$ cat src/rtl/key_pkg.sv
// Shared types and constants for the key/challenge PAL unlock sequencer.
// Holds the FSM state encoding, the key window decode and the select/deselect drive patterns.
package key_pkg;

   localparam int unsigned DEF_MAX_STEPS = 16;
   localparam int unsigned NIB_W         = 4;

   localparam logic KEY_WIN_BA13 = 1'b0;
   localparam logic KEY_WIN_BA12 = 1'b1;

   typedef enum logic [2:0] {
      ST_IDLE  = 3'd0,
      ST_REQ   = 3'd1,
      ST_FLUSH = 3'd2,
      ST_BURST = 3'd3,
      ST_FIN   = 3'd4
   } state_e;

   typedef struct packed {
      logic             sser;
      logic             ba13;
      logic             ba12;
      logic             br_w;
      logic [NIB_W-1:0] ba7_4;
   } key_drive_t;

   // Deselected drive: SSER high and outside the key window, so the PAL clears to state 0.
   localparam key_drive_t KEY_DESEL = key_drive_t'({1'b1, 1'b1, 1'b0, 1'b0, 4'h0});

   function automatic key_drive_t key_select(input logic [NIB_W-1:0] nib);
      key_drive_t d;
      d.sser  = 1'b0;
      d.ba13  = KEY_WIN_BA13;
      d.ba12  = KEY_WIN_BA12;
      d.br_w  = 1'b1;
      d.ba7_4 = nib;
      return d;
   endfunction

endpackage

$ cat src/rtl/key_bus_drive.sv
// Registered select/address driver for the key PAL window.
// force_desel overrides the registered drive combinationally so a lost grant releases the bus at once.
module key_bus_drive
   import key_pkg::*;
(
   input  logic             clk,
   input  logic             rst,
   input  logic             sel_nxt,
   input  logic [NIB_W-1:0] nib_nxt,
   input  logic             force_desel,
   output logic             key_sser,
   output logic             key_ba13,
   output logic             key_ba12,
   output logic [NIB_W-1:0] key_ba7_4,
   output logic             key_br_w
);

   key_drive_t drv_q;
   key_drive_t drv_c;

   always_ff @(posedge clk) begin
      if (rst) begin
         drv_q <= KEY_DESEL;
      end else if (sel_nxt) begin
         drv_q <= key_select(nib_nxt);
      end else begin
         drv_q <= KEY_DESEL;
      end
   end

   always_comb begin
      drv_c = drv_q;
      if (force_desel) begin
         drv_c = KEY_DESEL;
      end
   end

   assign key_sser  = drv_c.sser;
   assign key_ba13  = drv_c.ba13;
   assign key_ba12  = drv_c.ba12;
   assign key_ba7_4 = drv_c.ba7_4;
   assign key_br_w  = drv_c.br_w;

endmodule

$ cat src/rtl/key_unlock_sequencer.sv
// Bus-side controller that flushes the key PAL, plays a nibble sequence with select held,
// collects the key data bit per step and compares it against an expected pattern.
module key_unlock_sequencer
   import key_pkg::*;
#(
   parameter int unsigned MAX_STEPS   = DEF_MAX_STEPS,
   parameter int unsigned GNT_TIMEOUT = 255
) (
   input  logic                             clk,
   input  logic                             rst,
   input  logic                             start,
   input  logic [$clog2(MAX_STEPS+1)-1:0]   num_steps,
   input  logic [NIB_W*MAX_STEPS-1:0]       nib_seq,
   // expected key bit per step ("expect" itself is a reserved word)
   input  logic [MAX_STEPS-1:0]             expect_bits,
   output logic                             bus_req,
   input  logic                             bus_gnt,
   output logic                             key_sser,
   output logic                             key_ba13,
   output logic                             key_ba12,
   output logic [NIB_W-1:0]                 key_ba7_4,
   output logic                             key_br_w,
   input  logic                             key_d,
   output logic                             busy,
   output logic                             done,
   output logic                             pass,
   output logic                             err,
   output logic [MAX_STEPS-1:0]             resp
);

   localparam int unsigned CNT_W = $clog2(MAX_STEPS + 1);
   localparam int unsigned IDX_W = (MAX_STEPS > 1) ? $clog2(MAX_STEPS) : 1;
   localparam int unsigned TMO_W = $clog2(GNT_TIMEOUT + 1);
   localparam int unsigned SEQ_W = NIB_W * MAX_STEPS;

   state_e               state_q, state_nxt;
   logic [CNT_W-1:0]     step_q, step_nxt;
   logic [CNT_W-1:0]     num_q, num_nxt;
   logic [TMO_W-1:0]     tmo_q, tmo_nxt;
   logic [SEQ_W-1:0]     nibs_q, nibs_nxt;
   logic [MAX_STEPS-1:0] exp_q, exp_nxt;
   logic [MAX_STEPS-1:0] resp_nxt;
   logic                 err_nxt;
   logic                 pass_nxt;
   logic [MAX_STEPS-1:0] step_mask;
   logic [NIB_W-1:0]     nib_arr [MAX_STEPS];
   logic                 sel_nxt;
   logic [NIB_W-1:0]     nib_drv;
   logic                 force_desel_c;

   // Only the first num_q response bits take part in the compare.
   always_comb begin
      for (int i = 0; i < int'(MAX_STEPS); i++) begin
         step_mask[i] = (CNT_W'(i) < num_q);
         nib_arr[i]   = nibs_q[NIB_W*i +: NIB_W];
      end
   end

   always_ff @(posedge clk) begin
      if (rst) begin
         state_q <= ST_IDLE;
         step_q  <= '0;
         num_q   <= '0;
         tmo_q   <= '0;
         nibs_q  <= '0;
         exp_q   <= '0;
         resp    <= '0;
         err     <= 1'b0;
         pass    <= 1'b0;
         bus_req <= 1'b0;
         busy    <= 1'b0;
         done    <= 1'b0;
      end else begin
         state_q <= state_nxt;
         step_q  <= step_nxt;
         num_q   <= num_nxt;
         tmo_q   <= tmo_nxt;
         nibs_q  <= nibs_nxt;
         exp_q   <= exp_nxt;
         resp    <= resp_nxt;
         err     <= err_nxt;
         pass    <= pass_nxt;
         bus_req <= (state_nxt == ST_REQ) || (state_nxt == ST_FLUSH) || (state_nxt == ST_BURST);
         busy    <= (state_nxt != ST_IDLE);
         done    <= (state_nxt == ST_FIN);
      end
   end

   always_comb begin
      state_nxt = state_q;
      step_nxt  = step_q;
      num_nxt   = num_q;
      tmo_nxt   = tmo_q;
      nibs_nxt  = nibs_q;
      exp_nxt   = exp_q;
      resp_nxt  = resp;
      err_nxt   = err;
      pass_nxt  = pass;

      case (state_q)
         ST_IDLE: begin
            if (start) begin
               num_nxt   = (num_steps > CNT_W'(MAX_STEPS)) ? CNT_W'(MAX_STEPS) : num_steps;
               nibs_nxt  = nib_seq;
               exp_nxt   = expect_bits;
               resp_nxt  = '0;
               err_nxt   = 1'b0;
               pass_nxt  = 1'b0;
               tmo_nxt   = '0;
               state_nxt = ST_REQ;
            end
         end
         ST_REQ: begin
            if (bus_gnt) begin
               state_nxt = ST_FLUSH;
            end else if (tmo_q == TMO_W'(GNT_TIMEOUT - 1)) begin
               err_nxt   = 1'b1;
               state_nxt = ST_FIN;
            end else begin
               tmo_nxt = tmo_q + TMO_W'(1);
            end
         end
         ST_FLUSH: begin
            if (!bus_gnt) begin
               err_nxt   = 1'b1;
               state_nxt = ST_FIN;
            end else if (num_q == '0) begin
               state_nxt = ST_FIN;
            end else begin
               step_nxt  = '0;
               state_nxt = ST_BURST;
            end
         end
         ST_BURST: begin
            // A lost grant aborts without sampling: the step never completed on the key.
            if (!bus_gnt) begin
               err_nxt   = 1'b1;
               state_nxt = ST_FIN;
            end else begin
               resp_nxt[IDX_W'(step_q)] = key_d;
               if (step_q == num_q - CNT_W'(1)) begin
                  state_nxt = ST_FIN;
               end else begin
                  step_nxt = step_q + CNT_W'(1);
               end
            end
         end
         ST_FIN: begin
            state_nxt = ST_IDLE;
         end
         default: begin
            state_nxt = ST_IDLE;
         end
      endcase

      // Verdict is registered on entry to FIN so it is valid together with done.
      if (state_nxt == ST_FIN) begin
         pass_nxt = ~err_nxt & (((resp_nxt ^ exp_nxt) & step_mask) == '0);
      end
   end

   assign sel_nxt       = (state_nxt == ST_BURST);
   assign nib_drv       = nib_arr[IDX_W'(step_nxt)];
   assign force_desel_c = ((state_q == ST_FLUSH) || (state_q == ST_BURST)) && !bus_gnt;

   key_bus_drive u_drive (
      .clk         (clk),
      .rst         (rst),
      .sel_nxt     (sel_nxt),
      .nib_nxt     (nib_drv),
      .force_desel (force_desel_c),
      .key_sser    (key_sser),
      .key_ba13    (key_ba13),
      .key_ba12    (key_ba12),
      .key_ba7_4   (key_ba7_4),
      .key_br_w    (key_br_w)
   );

endmodule

$ cat config.mk
export PLATFORM = sky130hd
export DESIGN_NAME = key_unlock_sequencer
export DESIGN_NICKNAME = d
export VERILOG_FILES = /design/src/rtl/key_pkg.sv /design/src/rtl/key_bus_drive.sv /design/src/rtl/key_unlock_sequencer.sv
export SDC_FILE = /design/constraint.sdc
export NUM_CORES = 1
export LEC_CHECK = 0
export CAP_MARGIN = 20
export CORE_ASPECT_RATIO = 1.1
export CORE_MARGIN = 4
export CORE_UTILIZATION = 44
export CTS_CLUSTER_SIZE = 16
export DETAILED_ROUTE_END_ITERATION = 8
export GPL_TIMING_DRIVEN = 1
export MAX_ROUTING_LAYER = met4
export PLACE_DENSITY = 0.7
export REMOVE_ABC_BUFFERS = 1
export SKIP_LAST_GASP = 1
export SLEW_MARGIN = 20
export SYNTH_ARGS = -nofsm -noshare
export SYNTH_HDL_FRONTEND = slang
export SYNTH_HIERARCHICAL = 1
export SYNTH_SLANG_ARGS = --single-unit
export TNS_END_PERCENT = 10
$ cat constraint.sdc
create_clock -name clk -period 4.3 [get_ports clk]
set_input_delay 0.86 -clock clk [delete_from_list [all_inputs] [get_ports clk]]
set_output_delay 0.86 -clock clk [all_outputs]
set_load 0.03 [all_outputs]
==> results of run 1 <==
==> critical path: stages (launching register included) <==
cell and delay, ns:
dfxtp_1 0.54, inv_1 0.13, ha_1 0.29, o21bai_1 0.18
o22ai_1 0.13, a2111oi_4 0.56, o21ai_2 0.25, o21bai_4 0.18
buf_12 0.25, mux2_2 0.36, nor2_1 0.10, a21oi_1 0.06
a221o_1 0.35, and3b_1 0.16
==> per-stage QoR <==
stage / area [um^2] / power, W / util (%) / cells
detailed placement: 7370 / 0.00170 / 54.9 / 997
global route: 8000 / 0.00331 / 59.5 / 1029
CTS: 8000 / 0.00319 / 59.5 / 1029
floorplan: 5860 / 0.00154 / - / 686
finish: 8000 / 0.00317 / 59.5 / 1029
global placement: 7370 / 0.00169 / 54.9 / 997
==> cell families (layout without fill, tap and decap cells) <==
family / after synthesis / in the layout / synth area share [%]
AOI/OAI and AO/OA: 152 / 152 / 15.3
xor gates and xnor gates: 27 / 27 / 3.86
adders and majority gates: 9 / 9 / 1.80
buffers and inverters: 66 / 167 / 4.82
DFF: 128 / 128 / 41.8
muxes: 64 / 64 / 10.8
and+or+nand+nor: 298 / 298 / 21.6
==> cells in the final DEF, fill, tap and decap left out, drive strengths merged, types with 2 or more instances in the layout <==
master / synthesis / final
nand2: 160 / 160
dfxtp: 128 / 128
clkdlybuf4s50: 0 / 117
a21oi: 89 / 89
nor2: 69 / 69
mux2i: 45 / 45
clkbuf: 36 / 20
mux2: 19 / 19
xor2: 17 / 17
o21ai: 17 / 17
a32oi: 16 / 16
nor3: 12 / 12
xnor2: 10 / 10
nor2b: 10 / 10
buf: 22 / 10
inv: 8 / 9
nand4: 8 / 8
nand2b: 8 / 8
ha: 8 / 8
o22ai: 7 / 7
clkinvlp: 0 / 6
and3b: 5 / 5
o31ai: 5 / 5
a31oi: 4 / 4
a221o: 4 / 4
and4b: 4 / 4
nand3b: 4 / 4
nor4: 3 / 3
bufinv: 0 / 3
or2: 3 / 3
and3: 2 / 2
nand3: 2 / 2
a22oi: 2 / 2
or3: 2 / 2
o21bai: 2 / 2
nor4b: 2 / 2
clkinv: 0 / 2
==> path summary, 6_finish.rpt <==
check | end | cells past startpoint
max | u_drive/drv_q[0] | 13
min | nibs_q[9] | 2
max reg2reg | u_drive/drv_q[0] | 13
min reg2reg | nibs_q[9] | 2
==> per-layer routing <==
layer	routed length [um]	up-vias	global-route usage, %
met1	6980	2517	25.4
met3	815	33	3.61
met5	0	-	-
met2	7270	184	31.9
li1	-	2736	-
met4	395	0	8.69
==> power breakdown <==
| part | internal [W] | total [W] | switching [W] |
|---|---|---|---|
| Clock | 0.000959 | 0.00149 | 0.000533 |
| Combinational | 0.000189 | 0.000390 | 0.000201 |
| Sequential | 0.00125 | 0.00128 | 0.0000369 |
==> state kept, by name (all words and copies together), names as in the netlist <==
signal         count
nibs_q            64
resp              16
err                1
state_q            3
tmo_q              8
exp_q             16
busy               1
num_q              5
step_q             5
done               1
bus_req            1
pass               1
u_drive/drv_q      6
==> layout make-up <==
cell class / count / area, um^2 / share of cell area, %
clock buffer: 20 / 467 / 5.84
clock inverter: 12 / 158 / 1.97
inverter: 8 / 30.0 / 0.376
multi-input combinational: 550 / 3280 / 41.0
sequential: 128 / 2560 / 32.0
tap: 184 / 230 / 2.88
timing repair buffer: 127 / 1270 / 15.9
==> reports/qor.txt, run 1 <==
Largest net degree at the start of global routing -> 91
Worst Setup SP -> num_q[0]
Power per Cell Area -> 396 nW/um^2
Leading area contributor after synthesis -> dfxtp_1
Initial antenna violation count -> 0
PortBufs -> 118
Register area share after synthesis -> 41.8%
Area contributors post-synth -> dfxtp_1 (42%), nand2_1 (9.8%), mux2i_1 (7.3%)
YS warnings -> 6
Starting Density -> 45.6%
Peak supply drop -> 0.000210 V
Share of Yosys cell area claimed by the top area cell type -> 41.8%
Largest fanout on the critical path -> 33
Fill cells -> 1276
Worst Hold Class -> reg -> reg
RSZ-0062 raised after global routing -> no
Synth async-reset ratio -> 0%
Post-DRT Antenna Nets -> 0
H-tree levels -> 4
GR Overflow Total -> 0
Final setup TNS -> 0 ns
Total Routed Length -> 15500 um
Dpl hpwl -> 10700 um
R2R Path Start -> num_q[0]
N_diodes -> 0
CTS tree -> done
Setup ws final -> 0.634 ns
Final #Nets -> 930
Later-pin clock latency in the skew report -> 0.41 ns
EDFF count, synth -> 0
Mapped cell area -> 6130 um^2
Die Span X -> 121 um
Synth Flop Type -> dfxtp_1
Distinct cells, synth -> 51
Vias per inst -> 5.32
Clock Skews -> 0.00746 ns
I/O Pins -> 119
Vias in the first global route -> 5547
Row cnt -> 44
Hold Slack -> 0.452 ns
Wire length per cell -> 15.0 um
Max Buffers Root-to-Sink -> 2
DR pass1 iterations -> 5
Setup Buffers After CTS -> 0
Startpoint Class -> flip-flop
Fmax -> 0.273 GHz
Final hold viol count -> 0
R2R Setup Slk -> 0.63 ns
Post-Syn Area per Cell -> 8.24 um^2
Routability cong. -> 0.833
Final setup fails -> 0
Hold Crit Start -> nibs_q[9]
Clock Pin Slew Worst Setup and Hold Paths -> 0.06 ns
Max-Cap Viols -> 0
# hold bufs at CTS -> 0
Setup crit end kind -> flip-flop
Die height -> 132 um
Via count -> 5470
Worst-margin pin slew -> 0.840 ns
Status -> finished, final reports clean
Worst Path Arrival -> 3.97 ns
Clock sink count -> 128
1st-iter DRT viols -> 406
Most common cell in the netlist -> nand2_1
DRC viols -> 0
GRT Total Usage -> 20.2%
Die ar. -> 15900 um^2
Slew HR -> 43.5%
Area Overhead vs Synth -> 30.5%
Share of cells above drive strength 1 -> 8.28%
Core Region -> 13400 um^2
Synth cell count leaders -> nand2_1 (160), dfxtp_1 (128), a21oi_1 (88)
First-pass GRT wire length -> 25900 um
Crit path required time -> 4.60 ns
Fin. max-slew vios -> 0
TritonCTS buffer count -> 17
Clock root buffer -> clkbuf_16
Gate Count Post-Synth -> 744
P_leak -> 2.91 nW
Crit Path Class -> reg -> reg
Min Tclk post-route -> 3.67 ns
Part of the cycle the worst path needs -> 85.3%
Post-CTS Resized -> 0
Setup WS pre-CTS -> 0.419 ns
Number of synthesized register bits -> 128
Note: power is estimated with default switching activity, not from simulation.
==> inputs of run 2 (changes only) <==
TNS_END_PERCENT = not set   (was 10)
==> results of run 2 <==
The final DEF is identical to that of run 1; final timing and power are the same.
==> inputs of run 3 (changes only) <==
CTS_CLUSTER_DIAMETER = 200   (was not set)
==> results of run 3 <==
The final DEF is identical to that of run 1; final timing and power are the same.
